[config.mk]
export PLATFORM = sky130hd
export DESIGN_NAME = pb_conditioner
export DESIGN_NICKNAME = d
export VERILOG_FILES = /design/src/rtl/pb_conditioner.sv
export SDC_FILE = /design/constraint.sdc
export NUM_CORES = 1
export LEC_CHECK = 0
export ABC_CLOCK_PERIOD_IN_PS = 2800
export BUFFER_PORTS_ARGS = -buffer_cell sky130_fd_sc_hd__clkbuf_2
export CORE_UTILIZATION = 40
export CTS_CLUSTER_SIZE = 40
export DETAILED_ROUTE_END_ITERATION = 16
export PLACE_DENSITY_LB_ADDON = 0.08
export SLEW_MARGIN = 20
export SYNTH_ARGS = -nofsm -noshare
export SYNTH_HDL_FRONTEND = slang
export SYNTH_SLANG_ARGS = --single-unit
[constraint.sdc]
create_clock -name CLK_50 -period 2.8 [get_ports CLK_50]
set_clock_uncertainty 0.05 [all_clocks]
set_input_delay 0.14 -clock CLK_50 [delete_from_list [all_inputs] [get_ports CLK_50]]
set_output_delay 0.14 -clock CLK_50 [all_outputs]
set_load 0.1 [all_outputs]
[src/rtl/pb_conditioner.sv]
// pb_conditioner: two-channel pushbutton debouncer that emits one-cycle press pulses and debounced levels.
// Defining PB_AUTOREPEAT_EN adds auto-repeat pulses while a key stays held.

module pb_channel #(
  parameter int DEBOUNCE_CYCLES = 250000,
  parameter int PB_ACTIVE_LOW   = 1,
  parameter int REPEAT_DELAY    = 25000000,
  parameter int REPEAT_PERIOD   = 10000000
) (
  input  logic       clk,
  input  logic       reset,
  input  logic       key_raw,
  output logic       evt,
  output logic       level,
  output logic [1:0] state
);
  localparam logic [1:0] IDLE        = 2'd0;
  localparam logic [1:0] DEB_PRESS   = 2'd1;
  localparam logic [1:0] HELD        = 2'd2;
  localparam logic [1:0] DEB_RELEASE = 2'd3;

  localparam logic        IDLE_RAW = (PB_ACTIVE_LOW != 0);
  localparam logic [19:0] CNT_LAST = 20'(DEBOUNCE_CYCLES - 1);

  logic        sync1, sync2, pressed;
  logic [1:0]  state_q, state_d;
  logic [19:0] cnt_q, cnt_d, cnt_inc;
  logic        accept, rpt_fire;

  always_ff @(posedge clk) begin
    if (reset) begin
      sync1 <= IDLE_RAW;
      sync2 <= IDLE_RAW;
    end else begin
      sync1 <= key_raw;
      sync2 <= sync1;
    end
  end

  assign pressed = sync2 ^ IDLE_RAW;
  assign cnt_inc = (cnt_q == 20'hFFFFF) ? cnt_q : cnt_q + 20'd1;

  always_comb begin
    state_d = state_q;
    cnt_d   = cnt_q;
    accept  = 1'b0;
    case (state_q)
      IDLE: begin
        cnt_d = '0;
        if (pressed) state_d = DEB_PRESS;
      end
      DEB_PRESS: begin
        if (!pressed) begin
          state_d = IDLE;
          cnt_d   = '0;
        end else if (cnt_q == CNT_LAST) begin
          state_d = HELD;
          cnt_d   = '0;
          accept  = 1'b1;
        end else begin
          cnt_d = cnt_inc;
        end
      end
      HELD: begin
        if (!pressed) begin
          state_d = DEB_RELEASE;
          cnt_d   = '0;
        end
      end
      DEB_RELEASE: begin
        if (pressed) begin
          state_d = HELD;
          cnt_d   = '0;
        end else if (cnt_q == CNT_LAST) begin
          state_d = IDLE;
          cnt_d   = '0;
        end else begin
          cnt_d = cnt_inc;
        end
      end
      default: begin
        state_d = IDLE;
        cnt_d   = '0;
      end
    endcase
  end

`ifdef PB_AUTOREPEAT_EN
  localparam int RPT_MAX = (REPEAT_DELAY > REPEAT_PERIOD) ? REPEAT_DELAY : REPEAT_PERIOD;
  localparam int RW      = $clog2(RPT_MAX + 1);
  localparam logic [RW-1:0] RPT_FIRST = RW'(REPEAT_DELAY);
  localparam logic [RW-1:0] RPT_NEXT  = RW'(REPEAT_PERIOD);

  logic [RW-1:0] rpt_cnt;
  logic          rpt_phase;

  // rpt_cnt counts HELD cycles since entry or since the last repeat; phase selects first delay vs period.
  assign rpt_fire = (state_q == HELD) && pressed &&
                    (rpt_cnt == (rpt_phase ? RPT_NEXT : RPT_FIRST));

  always_ff @(posedge clk) begin
    if (reset) begin
      rpt_cnt   <= '0;
      rpt_phase <= 1'b0;
    end else if (state_d == HELD && state_q != HELD) begin
      rpt_cnt   <= RW'(1);
      rpt_phase <= 1'b0;
    end else if (state_q == HELD && pressed) begin
      if (rpt_fire) begin
        rpt_cnt   <= RW'(1);
        rpt_phase <= 1'b1;
      end else begin
        rpt_cnt <= rpt_cnt + RW'(1);
      end
    end
  end
`else
  // Repeat parameters have no hardware here; this expression folds to 0.
  assign rpt_fire = (REPEAT_DELAY < 0) || (REPEAT_PERIOD < 0);
`endif

  always_ff @(posedge clk) begin
    if (reset) begin
      state_q <= IDLE;
      cnt_q   <= '0;
      level   <= 1'b0;
      evt     <= 1'b0;
    end else begin
      state_q <= state_d;
      cnt_q   <= cnt_d;
      level   <= state_d[1];
      evt     <= accept | rpt_fire;
    end
  end

  assign state = state_q;
endmodule

module pb_conditioner #(
  parameter int DEBOUNCE_CYCLES = 250000,
  parameter int PB_ACTIVE_LOW   = 1,
  parameter int REPEAT_DELAY    = 25000000,
  parameter int REPEAT_PERIOD   = 10000000
) (
  input  logic       CLK_50,
  input  logic       reset,
  input  logic       key_up_raw,
  input  logic       key_dn_raw,
  output logic       pb_freq_up,
  output logic       pb_freq_dn,
  output logic [1:0] key_state,
  output logic [3:0] dbg_state
);
  logic up_evt, dn_evt, up_level, dn_level;
  logic [1:0] up_state, dn_state;

  pb_channel #(
    .DEBOUNCE_CYCLES(DEBOUNCE_CYCLES), .PB_ACTIVE_LOW(PB_ACTIVE_LOW),
    .REPEAT_DELAY(REPEAT_DELAY), .REPEAT_PERIOD(REPEAT_PERIOD)
  ) u_up (
    .clk(CLK_50), .reset(reset), .key_raw(key_up_raw),
    .evt(up_evt), .level(up_level), .state(up_state)
  );

  pb_channel #(
    .DEBOUNCE_CYCLES(DEBOUNCE_CYCLES), .PB_ACTIVE_LOW(PB_ACTIVE_LOW),
    .REPEAT_DELAY(REPEAT_DELAY), .REPEAT_PERIOD(REPEAT_PERIOD)
  ) u_dn (
    .clk(CLK_50), .reset(reset), .key_raw(key_dn_raw),
    .evt(dn_evt), .level(dn_level), .state(dn_state)
  );

  // Coincident events cancel each other; a lone event is never held back by the other channel.
  always_ff @(posedge CLK_50) begin
    if (reset) begin
      pb_freq_up <= 1'b0;
      pb_freq_dn <= 1'b0;
    end else begin
      pb_freq_up <= up_evt & ~dn_evt;
      pb_freq_dn <= dn_evt & ~up_evt;
    end
  end

  assign key_state = {dn_level, up_level};
  assign dbg_state = {dn_state, up_state};
endmodule
After elaboration in Yosys (flattened, before gate mapping)
Cells that the tools add are included.
{"block": "totals", "register_bits": 52, "elab_cells": 74}
{"block": "classes", "n_reduce_logical": 6, "mux": 28, "bitwise_logic": 6, "n_addsub": 2, "eq_ne": 18}
{"op": "20-bit two-way mux", "n": 10}
{"op": "20-bit one-hot mux with 4 select lines", "n": 2}
{"op": "20-bit by 1-bit adder with 20-bit output (second input constant)", "n": 2}
{"op": "20-bit by 18-bit == test with 1-bit output (second input constant)", "n": 2}
{"op": "20-bit == test (second input constant)", "n": 2}
{"op": "2-bit two-way mux", "n": 12}
{"op": "2-bit one-hot mux with 4 select lines", "n": 2}
{"op": "2-bit == test (second input constant)", "n": 4}
{"op": "4-bit AND reduction", "n": 2}
{"op": "3-bit by 1-bit inequality test with 1-bit output (second input constant)", "n": 2}
{"op": "3-bit inequality test (second input constant)", "n": 2}
{"op": "3-bit OR reduction", "n": 2}
{"op": "2-bit by 1-bit == test with 1-bit output (second input constant)", "n": 2}
{"op": "2-bit logical NOT", "n": 2}
{"op": "2-bit by 1-bit inequality test with 1-bit output (second input constant)", "n": 2}
{"op": "2-bit inequality test (second input constant)", "n": 2}
{"op": "1-bit inverter", "n": 4}
{"op": "1-bit AND", "n": 2}
{"op": "1-bit two-way mux", "n": 2}

Depth between registers and ports, before layout
Gate-level depths: netlist of the first run.
{"block": "depth", "word_depth": 5, "ltp_mapped": 8, "ltp_nobuf": 6}

By module
Synthesis of the first run repeated with hierarchy kept, for this count alone.
{"block": "unflattened", "cells_unflattened": 304, "area_unflattened_um2": 2757.6}
{"mod": "pb_channel", "seq_area_each_um2": 500.5, "instances": 2, "cells_each": 149, "area_per_inst_um2": 1343.8}
{"mod": "pb_conditioner", "seq_area_each_um2": 40.0, "instances": 1, "cells_each": 6, "area_per_inst_um2": 70.1}

Least setup slack after synthesis of the first run
No wires, ideal clock.
{"block": "synth_path", "kind": "register to register", "from": "register u_dn.cnt_q[0]", "to": "register u_dn.cnt_q[18]", "setup_time_ps": 134, "n_path_buf": 1, "t_required_ps": 2616, "stages_incl_launch_ff": 8, "synth_period_minus_slack_ps": 2224, "arrival_time_ps": 2040, "setup_slack_ps": 576, "cell_sequence": "dfxtp_1 -> ha_1 -> nand3_1 -> or4_4 -> o211a_1 -> buf_2 -> a41oi_2 -> a211oi_1"}
{"block": "synth_between", "elab_chain_cells": 5, "elab_cells_between_ends": 8, "classes_between": "add/sub (1); eq/ne (2); mux (5)"}
{"element": "from (decl)", "line_no": "27", "rtl": "logic [19:0] cnt_q, cnt_d, cnt_inc;"}
{"element": "from (signal assigned)", "line_no": "130", "rtl": "cnt_q <= cnt_d;"}
{"element": "20-bit by 1-bit adder with 20-bit output or 20-bit == test (tied branches)", "line_no": "41", "rtl": "assign cnt_inc = (cnt_q == 20'hFFFFF) ? cnt_q : cnt_q + 20'd1;"}
{"element": "20-bit two-way mux", "line_no": "41"}
{"element": "20-bit two-way mux *", "line_no": "56, 74"}
{"element": "20-bit two-way mux, on equally long branches", "line_no": "71, 53"}
{"element": "20-bit one-hot mux with 4 select lines *", "line_no": "47", "rtl": "case (state_q)"}
Mark *: on every way between the ends. The rest lies on a longest branch, timed or not.
A chain may end at the register's enable or synchronous reset.

Final worst setup path of the first run
{"block": "layout_path", "from": "register u_up.cnt_q[0]", "to": "register u_up.cnt_q[11]"}
{"block": "layout_between", "elab_chain_cells": 5, "elab_cells_between_ends": 8, "classes_between": "add/sub (1); eq/ne (2); mux (5)"}
{"element": "from (decl)", "line_no": "27"}
{"element": "from (signal assigned)", "line_no": "130"}
{"element": "20-bit by 1-bit adder with 20-bit output or 20-bit == test (tied branches)", "line_no": "41"}
{"element": "20-bit two-way mux", "line_no": "41"}
{"element": "20-bit two-way mux *", "line_no": "56, 74"}
{"element": "20-bit two-way mux, on equally long branches", "line_no": "71, 53"}
{"element": "20-bit one-hot mux with 4 select lines *", "line_no": "47"}
Marks and branches as above.

==> results of run 1 <==
worst paths after layout:
path / start / endpoint / slack, ps / depth (start not counted)
max: u_up.cnt_q[0]$_SDFFE_PP0N_ / u_up.cnt_q[11]$_SDFFE_PP0N_ / 350 / 7
min: u_up.evt$_SDFF_PP0_ / pb_freq_dn$_SDFF_PP0_ / 370 / 1
max reg2reg: u_up.cnt_q[0]$_SDFFE_PP0N_ / u_up.cnt_q[11]$_SDFFE_PP0N_ / 350 / 7
min reg2reg: u_up.evt$_SDFF_PP0_ / pb_freq_dn$_SDFF_PP0_ / 370 / 1
routing by layer:
metal	global-route usage	vias to the layer above	part of all wire
li1	-	1387	-
met1	0.328	1357	0.55
met2	0.287	82	0.40
met3	0.0322	4	0.046
met4	0.0358	0	0.0061
met5	0	-	0
what timing repair did:
| item | CTS | global route |
|---|---|---|
| buffers inserted | 0 | 0 |
| hold endpoints to repair | 2 | 0 |
| hold buffers | 2 | 0 |
final cells by class:
cell class                      count  area, um2
Fill cell                         687       3740
Timing Repair Buffer               24        158
Tap cell                           96        120
Multi-Input combinational cell    263       1700
Clock inverter                      3       46.3
Clock buffer                        5       68.8
Inverter                            7       26.3
Sequential cell                    52       1040
registers in the layout (all words and copies together), names as in the netlist, named ones only:
signal      count
u_up.evt        1
u_up.sync2      1
pb_freq_up      1
u_up.cnt_q     20
u_dn.sync2      1
u_dn.cnt_q     20
u_up.state      1
u_up.sync1      1
u_dn.sync1      1
u_dn.state      1
pb_freq_dn      1
u_dn.evt        1
metrics by stage:
step / hold WS (ps) / setup WS [ps] / instances
detailed placement: 280 / 414 / 440
floorplan: 194 / 576 / 350
finish: 367 / 354 / 450
CTS: 368 / 370 / 450
global placement: 277 / 437 / 440
global route: 382 / 191 / 450
cell usage after synthesis (3+ instances only):
cell | n | area [um2]
sky130_fd_sc_hd__o32ai_1 | 3 | 26.3
sky130_fd_sc_hd__nor4b_1 | 3 | 26.3
sky130_fd_sc_hd__and4_1 | 3 | 26.3
sky130_fd_sc_hd__nand3_1 | 15 | 75.1
sky130_fd_sc_hd__clkbuf_1 | 15 | 56.3
sky130_fd_sc_hd__inv_1 | 7 | 26.3
sky130_fd_sc_hd__o21ai_0 | 12 | 60.1
sky130_fd_sc_hd__nor2_1 | 17 | 63.8
sky130_fd_sc_hd__or3_1 | 4 | 25.0
sky130_fd_sc_hd__nand4_1 | 13 | 81.3
sky130_fd_sc_hd__a21oi_1 | 23 | 115
sky130_fd_sc_hd__a21o_1 | 6 | 45.0
sky130_fd_sc_hd__o211ai_1 | 3 | 22.5
sky130_fd_sc_hd__a31oi_1 | 15 | 93.8
sky130_fd_sc_hd__and3_1 | 3 | 18.8
sky130_fd_sc_hd__nor3_1 | 10 | 50.1
sky130_fd_sc_hd__o21ai_1 | 7 | 35.0
sky130_fd_sc_hd__dfxtp_1 | 52 | 1040
sky130_fd_sc_hd__buf_4 | 5 | 37.5
sky130_fd_sc_hd__nor3b_1 | 3 | 22.5
sky130_fd_sc_hd__or4_1 | 8 | 60.1
sky130_fd_sc_hd__a211oi_1 | 10 | 75.1
sky130_fd_sc_hd__buf_2 | 8 | 40.0
sky130_fd_sc_hd__a41oi_1 | 5 | 43.8
sky130_fd_sc_hd__nand2b_1 | 11 | 68.8
sky130_fd_sc_hd__nand2_1 | 24 | 90.1
sky130_fd_sc_hd__o31a_1 | 4 | 35.0
sky130_fd_sc_hd__o31ai_1 | 5 | 37.5
sky130_fd_sc_hd__and2_1 | 4 | 25.0
sky130_fd_sc_hd__or2_2 | 4 | 25.0
sky130_fd_sc_hd__nor4_1 | 6 | 37.5
sky130_fd_sc_hd__a311oi_1 | 18 | 158
critical path, cell delays in order, from the launching register on:
cell and delay, ps:
sky130_fd_sc_hd__dfxtp_1 430, sky130_fd_sc_hd__ha_1 260, sky130_fd_sc_hd__nand4_1 270, sky130_fd_sc_hd__nor2_1 310, sky130_fd_sc_hd__buf_4 200, sky130_fd_sc_hd__a21o_1 430, sky130_fd_sc_hd__o211ai_1 170, sky130_fd_sc_hd__nor3b_1 180
logic make-up (layout without fill, tap and decap cells):
kind of cell    after synthesis  after routing  share of synthesized area
simple gates                138            138                      0.275
flops                        52             52                      0.359
compound gates              121            121                      0.296
buf+inv                      35             39                     0.0552
xor+xnor                      2              2                    0.00604
fa+ha+maj                     2              2                    0.00863
where the power goes:
part | switching, uW | leakage, uW | total (uW) | internal (uW)
clock | 261 | 0.0000548 | 530 | 270
sequential | 10.4 | 0.000420 | 757 | 746
combinational | 81.2 | 0.000411 | 107 | 25.8
==> summary.log, run 1 <==
qor: timing.worst-slew-pin-transition 922 ps
qor: yosys.syn-instance-count 350
qor: die.die_w 87.2 um
qor: critical_path.setup.worst_path.end_class register
qor: yosys.synth_area 2900 um2
qor: yosys.postSynth.topFlopCell sky130_fd_sc_hd__dfxtp_1
qor: die.fp.dieArea 7600 um2
qor: clock_tree.clock_tree.buffer_depth 2
qor: placed_design.gpl.final_weighted_congestion 0.850
qor: timing.time_the_worst_path_needs_with_i_o_delays_and_setup 2450 ps
qor: yosys.avgSynthCellArea 8.29 um2
qor: routing.finalWirelength 7330 um
qor: routing.ant_nets 0
qor: routing.viasPerCell 6.29
qor: final_layout.syn2layout_area_growth 9.06%
qor: die.design.portCount 12
qor: die.placement_rows 30
qor: final_layout.finalInstanceArea 3160 um2
qor: clock_tree.htree_num_levels 2
qor: routing.route.detailed.drc 0
qor: final_layout.drive_above_1_share 0.127
qor: die.die_y 87.2 um
qor: status.status complete, no violations
qor: yosys.mappedNetlistNets 356
qor: critical_path.crit_fanout 12
qor: global_route.antenna_found_initial 0
qor: pwr.tot_pwr 1390 uW
qor: placed_design.detailedPlacementHpwl 5060 um
qor: critical_path.startpoint_type register
qor: yosys.netlist-cell-type-count 49
qor: clock_tree.cts_resized 0
qor: yosys.synth-edff-count 0
qor: timing.timing.setup.tns 0 ps
qor: critical_path.worstPathRequired 2900 ps
qor: routing.first_pass_iters 5
qor: clock_tree.numCtsBuffers 5
qor: min_path.worst_hold_path_type reg2reg
qor: critical_path.worst_setup_path_class reg2reg
qor: timing.grt_setup_unrepaired false
qor: timing.final_hold_viol_count 0
qor: clock_tree.numClockSinks 52
qor: die.placeable_area 6910 um2
qor: pwr.power_per_cell_area 441 nW/um2
qor: pwr.maximum_vdd_drop 230 uV
qor: timing.min_period_over_period 0.874
qor: global_route.grt_max_degree 48
qor: die.floorplan.initialDensity 0.420
qor: final_layout.diodes 0
qor: placed_design.io_buffer_count 11
qor: yosys.synth-async-reset-ratio 0
qor: yosys.yosysSeqAreaShare 0.359
qor: global_route.first_global_vias 2,421
qor: critical_path.worstPathArrival 2540 ps
qor: global_route.grt_pass1_wl 12,400 um
qor: timing.fmaxAchievable 409 MHz
qor: final_layout.layout.cells.most_common sky130_fd_sc_hd__dfxtp_1
qor: routing.drt_iter0_markers 204
qor: global_route.overflow 0
qor: clock_tree.tritoncts_clock_tree yes
qor: pwr.cellLeakagePower 0.000886 uW
qor: placed_design.post_dp_cell_area 3030 um2
qor: final_layout.most_used_cells_in_the_layout_excluding_fill_and_tap_cells sky130_fd_sc_hd__dfxtp_1 (52), sky130_fd_sc_hd__nand2_1 (24), sky130_fd_sc_hd__a21oi_1 (22)
qor: clock_tree.cts.reportedPaths.clkPinSlew 100 ps
qor: routing.dr_total_vias 2,830
qor: final_layout.final_core_utilization 0.458
qor: clock_tree.clock_tree.root_cell sky130_fd_sc_hd__clkbuf_8
qor: final_layout.nNetsFinal 359
qor: timing.final-max-slew-violation-count 0
qor: yosys.synth-seq-cells 52
qor: routing.wl_per_cell 16.3 um
qor: clock_tree.clock_insertion_delay_worst_skew 300 ps
qor: timing.relSlewSlack 0.385
qor: yosys.synthesis.yosys.warnings 0
qor: global_route.global_route.usage.total 0.205
qor: flow_run.cap_viol_max_count 0
qor: timing.report.final.setup_viol 0
Note: power is estimated with default switching activity, not from simulation.
==> inputs of run 2 (changes only) <==
--- a/config.mk
+++ b/config.mk
@@ -5,7 +5,7 @@
 export SDC_FILE = /design/constraint.sdc
 export NUM_CORES = 1
 export LEC_CHECK = 0
-export ABC_CLOCK_PERIOD_IN_PS = 2800
+export ABC_CLOCK_PERIOD_IN_PS = 3000
 export BUFFER_PORTS_ARGS = -buffer_cell sky130_fd_sc_hd__clkbuf_2
 export CORE_UTILIZATION = 40
 export CTS_CLUSTER_SIZE = 40
==> constraint.sdc (replaced) <==
create_clock -name CLK_50 -period 3 [get_ports CLK_50]
set_clock_uncertainty 0.05 [all_clocks]
set_input_delay 0.15 -clock CLK_50 [delete_from_list [all_inputs] [get_ports CLK_50]]
set_output_delay 0.15 -clock CLK_50 [all_outputs]
set_load 0.1 [all_outputs]
==> run 2 against run 1 <==
  * Wire length increased by 2.0%
  * Global-route usage fell by 0.12 points
  * Register-to-register slack better by 20 ps
  * Via count decreased by 0.46%
  * Largest cell class unchanged
  * Die area unchanged
==> summary.log, run 2 (synthesis results as in run 1) <==
qor: clock_tree.tritoncts_clock_tree yes
qor: timing.relSlewSlack 0.365
qor: global_route.grt_max_degree 48
qor: global_route.global_route.usage.total 0.204
qor: placed_design.pre_cts_ws 407 ps
qor: timing.timing.setup.tns 0 ps
qor: pwr.power_report.internal_total 968 uW
qor: final_layout.layoutNonFillerInstCount 445
qor: clock_tree.cts.reportedPaths.clkPinSlew 100 ps
qor: placed_design.io_buffer_count 11
qor: clock_tree.cts_resized 0
qor: timing.report.final.setup_viol 0
qor: routing.dr_total_vias 2,817
qor: final_layout.nFillCells 716
qor: final_layout.syn2layout_area_growth 7.77%
qor: die.design.portCount 12
qor: critical_path.slowest_delay 630 ps
qor: timing.min_period_over_period 0.875
qor: clock_tree.htree_num_levels 2
qor: die.placement_rows 30
qor: pwr.cellLeakagePower 0.000861 uW
qor: critical_path.startpoint_type register
qor: timing.time_the_worst_path_needs_with_i_o_delays_and_setup 2630 ps
qor: critical_path.critical_path_depth 5
qor: global_route.overflow 0
qor: routing.first_pass_iters 5
qor: clock_tree.numClockSinks 52
qor: die.placeable_area 6910 um2
qor: flow_run.cap_viol_max_count 0
qor: global_route.antenna_found_initial 0
qor: routing.wl_per_cell 16.8 um
qor: critical_path.worst_setup_path_class reg2reg
qor: pwr.clkPwrFrac 0.376
qor: critical_path.critical-path-slowest-cell sky130_fd_sc_hd__o211a_1
qor: die.die_w 87.2 um
qor: status.status complete, no violations
qor: final_layout.largest_registers u_dn.cnt_q x20, u_up.cnt_q x20
qor: clock_tree.numCtsBuffers 5
qor: routing.viasPerCell 6.33
qor: pwr.maximum_vdd_drop 213 uV
qor: critical_path.critPathCapture u_dn.cnt_q[18]$_SDFFE_PP0N_
qor: final_layout.multi_input_comb_area 1710 um2
qor: die.floorplan.initialDensity 0.420
qor: pwr.p_sw 322 uW
qor: routing.route.detailed.drc 0
qor: critical_path.setup.worst_path.end_class register
qor: critical_path.worst_path_dominant_cell_family compound AO/OA/AOI/OAI gates
qor: final_layout.diodes 0
qor: placed_design.gpl.final_weighted_congestion 0.814
qor: clock_tree.clock_tree.buffer_depth 2
qor: critical_path.rr_worst_depth 5
qor: placed_design.post-place-cells 435
qor: final_layout.layout.cells.most_common sky130_fd_sc_hd__dfxtp_1
qor: routing.finalWirelength 7480 um
qor: critical_path.crit_fanout 30
qor: timing.min_setup_slack_post_route 375 ps
qor: placed_design.detailedPlacementHpwl 4960 um
qor: pwr.pwr-share-seq 0.547
qor: critical_path.timing.critical_path.buf_inv 0
qor: timing.grt_setup_unrepaired false
qor: pwr.swShare 0.250
qor: timing.final_hold_viol_count 0
qor: min_path.worst_hold_startpoint u_up.evt$_SDFF_PP0_
qor: clock_tree.clock_tree.root_cell sky130_fd_sc_hd__clkbuf_8
qor: final_layout.layout.area.seq 1040 um2
qor: die.die_y 87.2 um
qor: critical_path.worstPathCellList or4_1 > or4_4 > o211a_1 > a41oi_2 > a211oi_1
qor: global_route.grt_pass1_wl 12,300 um
qor: final_layout.nNetsFinal 354
qor: critical_path.worstPathRequired 3090 ps
qor: timing.fmaxAchievable 381 MHz
qor: critical_path.r2r-start u_dn.cnt_q[13]$_SDFFE_PP0N_
qor: final_layout.drive_above_1_share 0.112
qor: critical_path.crit_start u_dn.cnt_q[13]$_SDFFE_PP0N_
qor: timing.final-max-slew-violation-count 0
qor: pwr.power_per_cell_area 413 nW/um2
qor: routing.ant_nets 0
qor: clock_tree.clock_insertion_delay_worst_skew 310 ps
qor: die.fp.dieArea 7600 um2
qor: critical_path.worstPathArrival 2720 ps
qor: min_path.worst_hold_path_type reg2reg
qor: critical_path.worst_r2r_endpoint u_dn.cnt_q[18]$_SDFFE_PP0N_
qor: pwr.power.share.combinational 0.076
qor: final_layout.most_used_cells_in_the_layout_excluding_fill_and_tap_cells sky130_fd_sc_hd__dfxtp_1 (52), sky130_fd_sc_hd__nand2_1 (24), sky130_fd_sc_hd__a21oi_1 (22)
qor: global_route.first_global_vias 2,437
qor: critical_path.rrSetupSlack 370 ps
qor: timing.worst-slew-pin-transition 952 ps
qor: routing.drt_iter0_markers 178
-- run 2: layout make-up --
class / count / share of cell area
Tap cell: 96 / 0.0384
Timing Repair Buffer: 19 / 0.0384
Multi-Input combinational cell: 263 / 0.547
Clock buffer: 6 / 0.0232
Inverter: 7 / 0.00841
Clock inverter: 2 / 0.0112
Sequential cell: 52 / 0.333
-- run 2: worst min-delay path by stage --
| stage | depth (start not counted) | to | slack (ps) |
|---|---|---|---|
| 2_1_floorplan | 1 | u_dn.sync1$_SDFF_PP1_ | 200 |
| 3_3_place_gp | 2 | u_dn.sync1$_SDFF_PP1_ | 290 |
| 3_5_place_dp | 2 | u_up.sync1$_SDFF_PP1_ | 290 |
| 4_1_cts | 1 | pb_freq_up$_SDFF_PP0_ | 360 |
| 5_1_grt | 1 | pb_freq_dn$_SDFF_PP0_ | 380 |
| 6_report | 1 | pb_freq_dn$_SDFF_PP0_ | 360 |
-- run 2: power groups by stage --
stage / clock network, uW / logic, uW / registers (uW)
after floorplan: 0 / 74.5 / 733
after global placement: 0 / 95.7 / 722
after detailed placement: 0 / 96.1 / 722
after CTS: 498 / 98.4 / 706
after global routing: 524 / 106 / 708
final: 485 / 98.5 / 706
-- run 2: per-layer routing --
metal | GRT usage | wire length [um] | up-vias | share of wire
met5 | 0 | 0 | - | 0
met4 | 0.0507 | 53 | 0 | 0.0071
met3 | 0.0379 | 367 | 4 | 0.049
met2 | 0.284 | 3040 | 90 | 0.41
met1 | 0.317 | 4020 | 1353 | 0.54
li1 | - | - | 1370 | -
-- run 2: repair_timing --
action / in CTS / in global routing
hold endpoints to repair: 2 / 0
hold buffers: 2 / 0
setup endpoints to repair: 0 / 0
buffers inserted: 0 / 0
-- run 2: stage by stage --
| step | utilization | hold slack [ps] | power (uW) | cell area (um2) |
|---|---|---|---|---|
| 2_1_floorplan | - | 204 | 808 | 2900 |
| 3_3_place_gp | 0.433 | 289 | 818 | 2990 |
| 3_5_place_dp | 0.433 | 290 | 818 | 2990 |
| 6_report | 0.453 | 365 | 1290 | 3130 |
| 4_1_cts | 0.451 | 364 | 1300 | 3120 |
| 5_1_grt | 0.453 | 379 | 1340 | 3130 |
==> inputs of run 3 (changes only) <==
--- a/config.mk
+++ b/config.mk
@@ -5,9 +5,9 @@
 export SDC_FILE = /design/constraint.sdc
 export NUM_CORES = 1
 export LEC_CHECK = 0
-export ABC_CLOCK_PERIOD_IN_PS = 3000
+export ABC_CLOCK_PERIOD_IN_PS = 2850
 export BUFFER_PORTS_ARGS = -buffer_cell sky130_fd_sc_hd__clkbuf_2
-export CORE_UTILIZATION = 40
+export CORE_UTILIZATION = 60
 export CTS_CLUSTER_SIZE = 40
 export DETAILED_ROUTE_END_ITERATION = 16
 export PLACE_DENSITY_LB_ADDON = 0.08
==> constraint.sdc (replaced) <==
create_clock -name CLK_50 -period 2.85 [get_ports CLK_50]
set_clock_uncertainty 0.05 [all_clocks]
set_input_delay 0.1425 -clock CLK_50 [delete_from_list [all_inputs] [get_ports CLK_50]]
set_output_delay 0.1425 -clock CLK_50 [all_outputs]
set_load 0.1 [all_outputs]
==> run 3 against run 2 <==
  * Setup slack got worse by 98 ps
  * Global-route usage increased by 8.3 points
  * Cell area decreased by 1.6%
  * Via count about the same
  * Register-to-register slack got worse by 98 ps
  * Non-clock buffer count increased by 1
  * Wire length decreased by 6.8%
  * Clock power increased by 4.3%
  * Die area decreased by 33%
  * Critical path depth unchanged
  * Critical endpoint unchanged
  * Largest power group unchanged
==> summary.log, run 3 (synthesis results as in run 1) <==
qor: clock_tree.clock_insertion_delay_worst_skew 310 ps
qor: routing.first_pass_iters 5
qor: status.status complete, no violations
qor: global_route.first_global_vias 2,426
qor: routing.finalWirelength 6970 um
qor: critical_path.startpoint_type register
qor: pwr.clkPwrFrac 0.373
qor: die.fp.dieArea 5120 um2
qor: min_path.hold_path_cell_cnt 1
qor: routing.viasPerCell 7.00
qor: pwr.power_report.internal_total 1020 uW
qor: pwr.power_per_cell_area 441 nW/um2
qor: final_layout.most_used_cells_in_the_layout_excluding_fill_and_tap_cells sky130_fd_sc_hd__dfxtp_1 (52), sky130_fd_sc_hd__nand2_1 (24), sky130_fd_sc_hd__a21oi_1 (22)
qor: clock_tree.cts_setup_buffers 0
qor: pwr.swShare 0.248
qor: final_layout.largest_registers u_dn.cnt_q x20, u_up.cnt_q x20
qor: global_route.global_route.usage.total 0.287
qor: timing.fmaxAchievable 389 MHz
qor: timing.worst-slew-pin-transition 951 ps
qor: global_route.overflow 0
qor: flow_run.cap_viol_max_count 0
qor: final_layout.nNetsFinal 355
qor: critical_path.worstPathArrival 2690 ps
qor: routing.dr_total_vias 2,815
qor: placed_design.detailedPlacementHpwl 4730 um
qor: final_layout.drive_above_1_share 0.117
qor: min_path.whs_endpoint pb_freq_up$_SDFF_PP0_
qor: critical_path.setup.worst_path.end_class register
qor: clock_tree.clock_tree.root_cell sky130_fd_sc_hd__clkbuf_8
qor: timing.fin_hold_ws 374 ps
qor: min_path.worst_hold_startpoint u_dn.evt$_SDFF_PP0_
qor: clock_tree.numClockSinks 52
qor: pwr.power.share.combinational 0.078
qor: critical_path.crit_fanout 30
qor: timing.grt_setup_unrepaired false
qor: die.placeable_area 4500 um2
qor: clock_tree.cts.reportedPaths.clkPinSlew 90 ps
qor: critical_path.critical-path-slowest-cell sky130_fd_sc_hd__o211a_1
qor: placed_design.post-place-cells 392
qor: final_layout.syn2layout_area_growth 6.00%
qor: critical_path.rrSetupSlack 280 ps
qor: pwr.pwr-share-seq 0.549
qor: placed_design.pre_cts_ws 315 ps
qor: clock_tree.clock_tree.buffer_depth 2
qor: placed_design.io_buffer_count 11
qor: pwr.cellLeakagePower 0.000866 uW
qor: clock_tree.tritoncts_clock_tree yes
qor: die.design.portCount 12
qor: timing.relSlewSlack 0.366
qor: global_route.antenna_found_initial 0
qor: timing.time_the_worst_path_needs_with_i_o_delays_and_setup 2570 ps
qor: critical_path.worst_path_dominant_cell_family compound AO/OA/AOI/OAI gates
qor: final_layout.layoutNonFillerInstCount 402
qor: critical_path.worstPathCellList or4_1 > or4_4 > o211a_1 > a41oi_2 > a211oi_1
qor: critical_path.rr_worst_depth 5
qor: routing.ant_nets 0
qor: routing.drt_iter0_markers 274
qor: timing.min_setup_slack_post_route 277 ps
qor: routing.route.detailed.drc 0
qor: final_layout.layout.cells.most_common sky130_fd_sc_hd__dfxtp_1
qor: die.placement_rows 24
qor: clock_tree.numCtsBuffers 5
qor: timing.timing.setup.tns 0 ps
qor: global_route.grt_max_degree 40
qor: timing.min_period_over_period 0.903
qor: clock_tree.cts_resized 0
qor: final_layout.diodes 0
qor: die.floorplan.initialDensity 0.644
qor: pwr.maximum_vdd_drop 250 uV
qor: timing.report.final.setup_viol 0
qor: pwr.p_sw 336 uW
qor: critical_path.r2r-start u_dn.cnt_q[5]$_SDFFE_PP0N_
qor: timing.final_hold_viol_count 0
qor: final_layout.final_core_utilization 0.683
qor: routing.wl_per_cell 17.3 um
qor: placed_design.gpl.final_weighted_congestion 0.900
qor: critical_path.worst_r2r_endpoint u_dn.cnt_q[18]$_SDFFE_PP0N_
qor: critical_path.crit_start u_dn.cnt_q[5]$_SDFFE_PP0N_
qor: critical_path.worst_setup_path_class reg2reg
qor: critical_path.worstPathRequired 2970 ps
qor: critical_path.timing.critical_path.buf_inv 0
qor: die.die_w 71.5 um
qor: clock_tree.htree_num_levels 2
qor: critical_path.slowest_delay 630 ps
qor: min_path.worst_hold_path_type reg2reg
qor: global_route.grt_pass1_wl 11,700 um
qor: die.die_y 71.5 um
qor: timing.final-max-slew-violation-count 0
==> run 3: cell types whose count changed in the layout (fill, tap and decap cells not counted), sizes merged <==
cell and change:
clkinvlp +1, clkbuf -1, buf +1
==> run 3: power by group through the flow <==
stage | sequential, uW | combinational (uW) | clock (uW)
5_1_grt | 746 | 112 | 548
6_report | 744 | 105 | 506
2_1_floorplan | 772 | 78.4 | 0
3_5_place_dp | 761 | 102 | 0
4_1_cts | 744 | 104 | 523
3_3_place_gp | 760 | 101 | 0
==> run 3: layer usage <==
metal	track usage	share of wire	vias up	routed length (um)
li1	-	-	1370	-
met5	0	0	-	0
met3	0.0605	0.088	7	615
met2	0.410	0.42	125	2900
met4	0.0719	0.0090	0	63
met1	0.439	0.49	1313	3390
==> run 3: final cells by class <==
type	count	area [um2]
clock buffer	5	68.8
clock inverter	3	42.5
fill	371	1430
inverter	7	26.3
multi-input combinational	263	1700
sequential	52	1040
tap	52	65.1
timing repair buffer	20	128
==> run 3: worst max path at each step <==
stage | endpoint | slack [ps] | depth (start not counted)
2_1_floorplan | u_dn.cnt_q[18]$_SDFFE_PP0N_ | 630 | 7
3_3_place_gp | u_dn.cnt_q[18]$_SDFFE_PP0N_ | 350 | 5
3_5_place_dp | u_dn.cnt_q[18]$_SDFFE_PP0N_ | 310 | 5
4_1_cts | u_dn.cnt_q[18]$_SDFFE_PP0N_ | 300 | 5
5_1_grt | u_dn.cnt_q[18]$_SDFFE_PP0N_ | 190 | 5
6_report | u_dn.cnt_q[18]$_SDFFE_PP0N_ | 280 | 5
==> run 3: worst reg2reg max path, delay by kind of cell, from the launching register on <==
family	cells	cell delay, ps
AO/OA/AOI/OAI	3	1040
AND/OR/NAND/NOR	2	970
flip-flops	1	370
==> run 3: metrics by stage <==
step | total power, uW | area [um2]
floorplan | 850 | 2900
global placement | 861 | 2940
detailed placement | 863 | 2940
CTS | 1370 | 3070
global route | 1410 | 3070
finish | 1350 | 3070
==> run 3: timing repair <==
item,4_1_cts,5_1_grt
hold buffers,2,0
endpoints found under the hold margin,2,0
setup endpoints to repair,0,0
